### src/rtl/scan_ctrl_pkg.sv
// Shared definitions for the scan controller: FSM state encoding, mode values
// and the channel count of the downstream 3-to-8 decoder.
package scan_ctrl_pkg;

    typedef enum logic [1:0] {
        ST_IDLE   = 2'd0,
        ST_ACTIVE = 2'd1,
        ST_BLANK  = 2'd2
    } scan_state_t;

    localparam logic MODE_CONT   = 1'b0;
    localparam logic MODE_SINGLE = 1'b1;

    localparam int NCH = 8;

endpackage : scan_ctrl_pkg

### src/rtl/scan_ctrl_next_chan.sv
// Channel lookup: the lowest enabled channel, and the next enabled channel
// strictly above the current one, wrapping to the lowest when none exists.
module next_chan
    import scan_ctrl_pkg::*;
(
    input  logic [NCH-1:0] mask,
    input  logic [2:0]     cur,
    output logic [2:0]     nxt,
    output logic           wrap,
    output logic [2:0]     first,
    output logic           any
);

    logic [2:0] nxtAbove;
    logic       foundAbove;

    // Scanning downward lets the lowest matching index overwrite the others.
    always_comb begin
        first      = 3'd0;
        nxtAbove   = 3'd0;
        foundAbove = 1'b0;
        for (int i = NCH - 1; i >= 0; i--) begin
            if (mask[i]) begin
                first = 3'(i);
                if (3'(i) > cur) begin
                    nxtAbove   = 3'(i);
                    foundAbove = 1'b1;
                end
            end
        end
    end

    assign wrap = ~foundAbove;
    assign nxt  = foundAbove ? nxtAbove : first;
    assign any  = |mask;

endmodule : next_chan

### src/rtl/scan_ctrl.sv
// Decoder scan sequencer: walks the enabled channels of a mask, holding each
// for dwell+1 cycles with a one-cycle blank between channels.
module scan_ctrl
    import scan_ctrl_pkg::*;
#(
    parameter int DWELL_W = 16
) (
    input  logic               clk,
    input  logic               rst,
    input  logic               start,
    input  logic               stop,
    input  logic               mode,
    input  logic [7:0]         mask,
    input  logic [DWELL_W-1:0] dwell,
    output logic [2:0]         sel,
    output logic               en,
    output logic               busy,
    output logic               done
);

    scan_state_t        state_q, state_d;
    logic [DWELL_W-1:0] cnt_q, cnt_d;
    logic [DWELL_W-1:0] dwell_q, dwell_d;
    logic [7:0]         mask_q, mask_d;
    logic               mode_q, mode_d;
    logic [2:0]         sel_q, sel_d;
    logic               en_q, en_d;
    logic               busy_q, busy_d;
    logic               done_q, done_d;

    logic [7:0] lookupMask;
    logic [2:0] ncNxt;
    logic [2:0] ncFirst;
    logic       ncWrap;
    logic       ncAny;

    // One lookup serves both the start-time first channel and the BLANK advance.
    assign lookupMask = (state_q == ST_IDLE) ? mask : mask_q;

    next_chan u_next_chan (
        .mask  (lookupMask),
        .cur   (sel_q),
        .nxt   (ncNxt),
        .wrap  (ncWrap),
        .first (ncFirst),
        .any   (ncAny)
    );

    always_ff @(posedge clk or posedge rst) begin
        if (rst) begin
            state_q <= ST_IDLE;
            cnt_q   <= '0;
            dwell_q <= '0;
            mask_q  <= '0;
            mode_q  <= MODE_CONT;
            sel_q   <= 3'd0;
            en_q    <= 1'b0;
            busy_q  <= 1'b0;
            done_q  <= 1'b0;
        end else begin
            state_q <= state_d;
            cnt_q   <= cnt_d;
            dwell_q <= dwell_d;
            mask_q  <= mask_d;
            mode_q  <= mode_d;
            sel_q   <= sel_d;
            en_q    <= en_d;
            busy_q  <= busy_d;
            done_q  <= done_d;
        end
    end

    // Outputs are computed from the next state so they come straight off flops.
    always_comb begin
        state_d = state_q;
        cnt_d   = cnt_q;
        dwell_d = dwell_q;
        mask_d  = mask_q;
        mode_d  = mode_q;
        sel_d   = sel_q;
        en_d    = 1'b0;
        busy_d  = 1'b0;
        done_d  = 1'b0;

        unique case (state_q)
            ST_IDLE: begin
                if (start) begin
                    if (ncAny) begin
                        mask_d  = mask;
                        mode_d  = mode;
                        dwell_d = dwell;
                        cnt_d   = dwell;
                        sel_d   = ncFirst;
                        state_d = ST_ACTIVE;
                        en_d    = 1'b1;
                        busy_d  = 1'b1;
                    end else begin
                        done_d = 1'b1;
                    end
                end
            end
            ST_ACTIVE: begin
                busy_d = 1'b1;
                if (cnt_q == '0) begin
                    state_d = ST_BLANK;
                end else begin
                    cnt_d = cnt_q - DWELL_W'(1);
                    en_d  = 1'b1;
                end
            end
            ST_BLANK: begin
                if (ncWrap && (mode_q == MODE_SINGLE)) begin
                    state_d = ST_IDLE;
                    done_d  = 1'b1;
                end else begin
                    sel_d   = ncNxt;
                    cnt_d   = dwell_q;
                    state_d = ST_ACTIVE;
                    en_d    = 1'b1;
                    busy_d  = 1'b1;
                end
            end
            default: begin
                state_d = ST_IDLE;
            end
        endcase

        // Abort overrides everything above, including a same-cycle start.
        if (stop) begin
            state_d = ST_IDLE;
            cnt_d   = cnt_q;
            dwell_d = dwell_q;
            mask_d  = mask_q;
            mode_d  = mode_q;
            sel_d   = sel_q;
            en_d    = 1'b0;
            busy_d  = 1'b0;
            done_d  = 1'b0;
        end
    end

    assign sel  = sel_q;
    assign en   = en_q;
    assign busy = busy_q;
    assign done = done_q;

endmodule : scan_ctrl
### config.mk
export PLATFORM = sky130hd
export DESIGN_NAME = scan_ctrl
export DESIGN_NICKNAME = d
export VERILOG_FILES = /design/src/rtl/scan_ctrl_pkg.sv /design/src/rtl/scan_ctrl_next_chan.sv /design/src/rtl/scan_ctrl.sv
export SDC_FILE = /design/constraint.sdc
export NUM_CORES = 1
export LEC_CHECK = 0
export ABC_AREA = 1
export CAP_MARGIN = 20
export CORE_UTILIZATION = 49
export CTS_CLUSTER_SIZE = 20
export DETAILED_ROUTE_END_ITERATION = 8
export PLACE_DENSITY_LB_ADDON = 0.08
export SLEW_MARGIN = 10
export SYNTH_ARGS = -nofsm -noshare
export SYNTH_HDL_FRONTEND = slang
export SYNTH_SLANG_ARGS = --single-unit
export TNS_END_PERCENT = 1
### constraint.sdc
create_clock -name clk -period 2.45 [get_ports clk]
set_input_delay 0.735 -clock clk [delete_from_list [all_inputs] [get_ports clk]]
set_output_delay 0.735 -clock clk [all_outputs]
set_load 0.01 [all_outputs]
# After elaboration in Yosys (flattened, before gate mapping)
# Cells that the tools add are included.
[word_totals]
ff_bits = 49
inputBits = 29
output_inout_bits = 6
wordCells = 109
[op_classes]
addsub = 1
order_cmp = 8
eq_ne = 9
n_mux = 70
bitwise_logic = 2
reduce_logical = 10
[op_table]
columns = ["cell", "count"]
rows = [
  ["$mux W3", 28],
  ["$mux W16", 4],
  ["$pmux W16 S3", 1],
  ["$mux W1", 27],
  ["$logic_not A16 Y1", 1],
  ["$sub A16 B1 Y16 const B", 1],
  ["$gt A3 B3 Y1 const A", 4],
  ["$ne A3 B3 Y1 const B", 3],
  ["$mux W2", 4],
  ["$mux W8", 1],
  ["$ne A2 B2 Y1 const B", 4],
  ["$reduce_or A8 Y1", 1],
  ["$gt A1 B3 Y1 const A", 2],
  ["$gt A2 B3 Y1 const A", 2],
  ["$pmux W1 S3", 2],
  ["$pmux W2 S3", 1],
  ["$pmux W3 S2", 1],
  ["$reduce_and A6 Y1", 1],
  ["$reduce_and A5 Y1", 1],
  ["$reduce_and A4 Y1", 1],
  ["$reduce_and A3 Y1", 1],
  ["$reduce_bool A3 Y1", 1],
  ["$eq A2 B1 Y1 const B", 1],
  ["$eq A2 B2 Y1 const B", 1],
  ["other kinds (5)", 6],
]

# Depth between registers and ports, before layout
[depth]
word_depth = 22
depth_mapped = 17
mapped_depth_nobuf = 16

# By module
# From an unflattened synthesis, not the netlist that was laid out.
[hier_totals]
hier_cells = 450
hier_area_um2 = 3145.5
[by_module_without_submodules]
columns = ["mod", "n_inst", "cells_each", "area_per_inst_um2", "seq_area_each_um2"]
rows = [
  ["scan_ctrl", 1, 392, 2859.0, 1226.2],
  ["next_chan", 1, 58, 286.5, 0.0],
]

# Least setup slack after synthesis
# No wires, ideal clock.
[synth_path]
kind = "reg-to-reg"
from = "register state_q[0]"
to = "register cnt_q[15]"
setup_ns = 0.123
arrival_ns = 1.816
required_ns = 2.327
path_slack_ns = 0.511
path_stages_with_launch = 16
n_path_buf = 3
period_less_slack_ns = 1.939
path_cell_list = "dfrtp_1 > inv_1 > ha_1 > buf_6 > inv_2 > buf_6 > nand2_2 > nand2_1 > nand2_1 > nor2_4 > nand2_2 > nand2_2 > nand2_4 > nand3_4 > buf_6 > o21ai_1"
[synth_between]
elab_chain_len = 21
word_cells_on_any_way = 29
classes_between = "eq/ne: 6; mux: 17; bitwise: 1; reduce/logical: 5"
[synth_lines]
columns = ["item", "line_no", "rtl"]
rows = [
  ["start: declaration", "scan_ctrl.sv:21", "scan_state_t state_q, state_d;"],
  ["start signal: assignment", "scan_ctrl.sv:61", "state_q <= state_d;"],
  ["$logic_not A2 Y1", "scan_ctrl.sv:38, scan_ctrl.sv:85", ""],
  ["$mux W8", "scan_ctrl.sv:38", "assign lookupMask = (state_q == ST_IDLE) ? mask : mask_q;"],
  ["$mux W1", "scan_ctrl_next_chan.sv:23", "if (mask[i]) begin"],
  ["$mux W1", "scan_ctrl_next_chan.sv:25", "if (3'(i) > cur) begin"],
  ["$mux W1", "scan_ctrl_next_chan.sv:23", ""],
  ["$mux W1", "scan_ctrl_next_chan.sv:25", ""],
  ["$mux W1", "scan_ctrl_next_chan.sv:23", ""],
  ["$mux W1", "scan_ctrl_next_chan.sv:25", ""],
  ["(+5 left out)", "n/a", ""],
  ["$mux W1", "scan_ctrl_next_chan.sv:25", ""],
  ["$mux W1", "scan_ctrl_next_chan.sv:23", ""],
  ["$mux W1", "scan_ctrl_next_chan.sv:25", ""],
  ["$mux W1", "scan_ctrl_next_chan.sv:23", ""],
  ["$not A1 Y1", "scan_ctrl_next_chan.sv:33", "assign wrap = ~foundAbove;"],
  ["$logic_and A1 B1 Y1", "scan_ctrl.sv:112", "if (ncWrap && (mode_q == MODE_SINGLE)) begin"],
  ["$ne A2 B2 Y1 (no source line)", "n/a", ""],
  ["$reduce_and A6 Y1 (no source line)", "n/a", ""],
  ["end signal: assignment", "scan_ctrl.sv:62", "cnt_q <= cnt_d;"],
  ["end: declaration", "scan_ctrl.sv:22", "logic [DWELL_W-1:0] cnt_q, cnt_d;"],
]
# Several ways; a longest one is shown, not always the timed one.
# A chain may end at the register's enable or synchronous reset.

# Final worst setup path
[layout_path]
from = "register state_q[0]"
to = "register cnt_q[1]"
# Same word-level chain as after synthesis.

==> results.json <==
{
  "post-route-util": 0.600,
  "place_area_mm2": 0.00367,
  "total_power_mw": 4.75,
  "first_pass_iters": 4,
  "netlist_area_mm2": 0.00320,
  "wl_met1_mm": 3.18,
  "area_delta_synth_final_pct": 18.5,
  "avgRoutedWirePerCell_um": 12.3,
  "skew_ns": 0.0102,
  "wl_met2_mm": 3.57,
  "cts-htree-levels": 2,
  "max_slew_margin": 0.642,
  "cts_num_sinks": 49,
  "start_util": 0.507,
  "antenna_found_initial": 0,
  "critPathMostFrequentCell": "nand2_1",
  "wl_met3_um": 271,
  "dp_hpwl_mm": 5.08,
  "syn_area_per_cell_um2": 6.94,
  "die_x_um": 82.8,
  "dieArea_mm2": 0.00686,
  "finalInstanceArea_mm2": 0.00379,
  "power_density_mw_per_mm2": 1250,
  "crit_type": "reg2reg",
  "grt_pass1_vias": 2797,
  "required_ns": 2.69,
  "finalWirelength_mm": 7.07,
  "final_antenna_net_count": 0,
  "cp-end-kind": "flip-flop",
  "slew_violations": 0,
  "p_leak_nw": 1.88,
  "track_usage": 0.223,
  "gr-total-overflow": 0,
  "min_period_ns": 2.19,
  "syn_inst": 461,
  "rsz0062_at_grt": "no",
  "finalCritPeriodShare": 0.895,
  "fin_nets": 534,
  "top_layer": "met4",
  "grt_pass1_wl_mm": 12.7,
  "rows": 29,
  "io_buffers": 34,
  "most-common-layout-cells": "nand2_1, inv_1, dfrtp_1, o21ai_0",
  "crit_chain": "inv_1, ha_2, buf_4, nand2_1, nand3_1, nand2_1, nor2_1, nand4_2, nand3_4, buf_12, nand2_1, o21ai_1",
  "finalNonFillerCells": 576,
  "pin_count": 35,
  "critPathSlowestCell": "dfrtp_1",
  "cp_slowest_stage_delay_ns": 0.44,
  "crit_fanout": 31,
  "gp_congestion": 0.908,
  "insertion_delay_ns": 0.30,
  "cts_max_path_buffers": 2,
  "ctsResizeCount": 0,
  "cts_buffers": 5,
  "core_mm2": 0.00631,
  "vdd_drop_max_uv": 566,
  "num_antenna_cells": 0,
  "r2r_slack_ns": 0.26,
  "die_y_um": 82.8,
  "vias": 2922,
  "yosys_warnings": 0,
  "cts-root-buf": "clkbuf_8",
  "cts_setup_buffers": 0,
  "place_inst": 568,
  "cts-hold-fix-buffers": 0,
  "dr.first_iter.drc_count": 90,
  "setup_viol": 0,
  "final_layout_size_suffix_gt1_frac": 0.104,
  "synth_nets": 497,
  "mostFrequentLayoutCell": "nand2_1",
  "hold_violations": 0,
  "cap_violations": 0,
  "cp-start-kind": "flip-flop",
  "route.detailed.drc": 0,
  "critPathArrivalTime_ns": 2.43,
  "hp-class": "reg2reg",
  "outcome": "complete, no violations",
  "grt_max_degree": 50,
  "routed_via_density": 5.07,
  "yosysSeqAreaShare": 0.383,
  "path_clk_slew_ns": 0.09,
  "fmax_mhz": 456,
  "yosysUniqueCellTypes": 27,
  "cts_tree": "built",
  "tightest_slew_ns": 0.535,
  "whs_ns": 0.492,
  "ys_ff_latch": 49
}
## worst max-delay path, delay by kind of cell (launching register included)
| family | cells | cell delay (ns) |
|---|---|---|
| adders and majority gates | 1 | 0.25 |
| buffers and inverters | 3 | 0.51 |
| DFF | 1 | 0.44 |
| and+or+nand+nor | 7 | 0.83 |
| AOI/OAI and AO/OA | 1 | 0.07 |
## metrics by stage
step                setup TNS (ns)  setup slack (ns)
floorplan                        0             0.511
global placement                 0            0.0311
detailed placement         -0.0276           -0.0147
CTS                              0             0.143
global route                     0            0.0539
finish                           0             0.258
## area by class of cell
class / count / area [um^2]
Fill cell: 600 / 2520
Multi-Input combinational cell: 335 / 1640
Sequential cell: 49 / 1230
Timing Repair Buffer: 47 / 488
Inverter: 60 / 225
Tap cell: 77 / 96.3
Clock buffer: 7 / 86.3
Clock inverter: 1 / 30.0
## synth_stat cells
cell type / count / area (um^2)
nand2_1: 144 / 541
inv_1: 59 / 221
dfrtp_1: 49 / 1230
o21ai_0: 45 / 225
nand3_1: 34 / 170
nor2_1: 32 / 120
a21oi_1: 20 / 100
o21ai_1: 11 / 55.1
o21ai_2: 11 / 96.3
nand2_2: 9 / 56.3
clkbuf_1: 7 / 26.3
ha_1: 7 / 87.6
buf_6: 6 / 67.6
buf_2: 4 / 20.0
nand4_1: 4 / 25.0
a31oi_1: 3 / 18.8
or2_2: 3 / 18.8
nor2_4: 2 / 22.5
o211ai_1: 2 / 15.0
xor2_1: 2 / 17.5
inv_2: 1 / 3.75
nand2_4: 1 / 11.3
nand3_4: 1 / 17.5
nand4_2: 1 / 12.5
o21bai_1: 1 / 7.51
o31ai_1: 1 / 7.51
xnor2_1: 1 / 8.76
## power by group
part / total [mW] / switching, mW / internal (mW)
combinational: 2.63 / 1.59 / 1.04
sequential: 1.51 / 0.320 / 1.19
clock: 0.611 / 0.278 / 0.333
total: 4.75 / 2.19 / 2.56
## cell families after synthesis
family | Yosys count | synth area share
AO/OA/AOI/OAI | 94 | 0.164
XOR/XNOR | 3 | 0.00821
adder cells (fa/ha/maj) | 7 | 0.0274
buffers and inverters | 77 | 0.106
flip-flops | 49 | 0.383
AND/OR/NAND/NOR | 231 | 0.311
## metal layers
metal / track usage / vias to the layer above
met4: 0.0611 / 0
met2: 0.389 / 55
li1: - / 1543
met1: 0.290 / 1320
met5: 0 / -
met3: 0.0308 / 4
## path summary, 6_finish.rpt
path / from / to / cells after the start
hold / removal: dwell_q[9]$_DFFE_PP0P_ / dwell_q[9]$_DFFE_PP0P_ / 2
hold reg to reg: dwell_q[9]$_DFFE_PP0P_ / dwell_q[9]$_DFFE_PP0P_ / 2
setup / recovery: state_q[0]$_DFFE_PP0P_ / cnt_q[1]$_DFFE_PP0P_ / 12
setup reg to reg: state_q[0]$_DFFE_PP0P_ / cnt_q[1]$_DFFE_PP0P_ / 12
min in group asynchronous: rst / mask_q[2]$_DFFE_PP0P_ / 3
max in group asynchronous: rst / dwell_q[9]$_DFFE_PP0P_ / 3
## registers in the layout (all words and copies together), names as in the netlist
signal / cells
dwell_q: 16
sel: 3
state_q: 2
done: 1
cnt_q: 16
en: 1
mode_q: 1
mask_q: 8
busy: 1
Power figures use the tool's default switching activity.
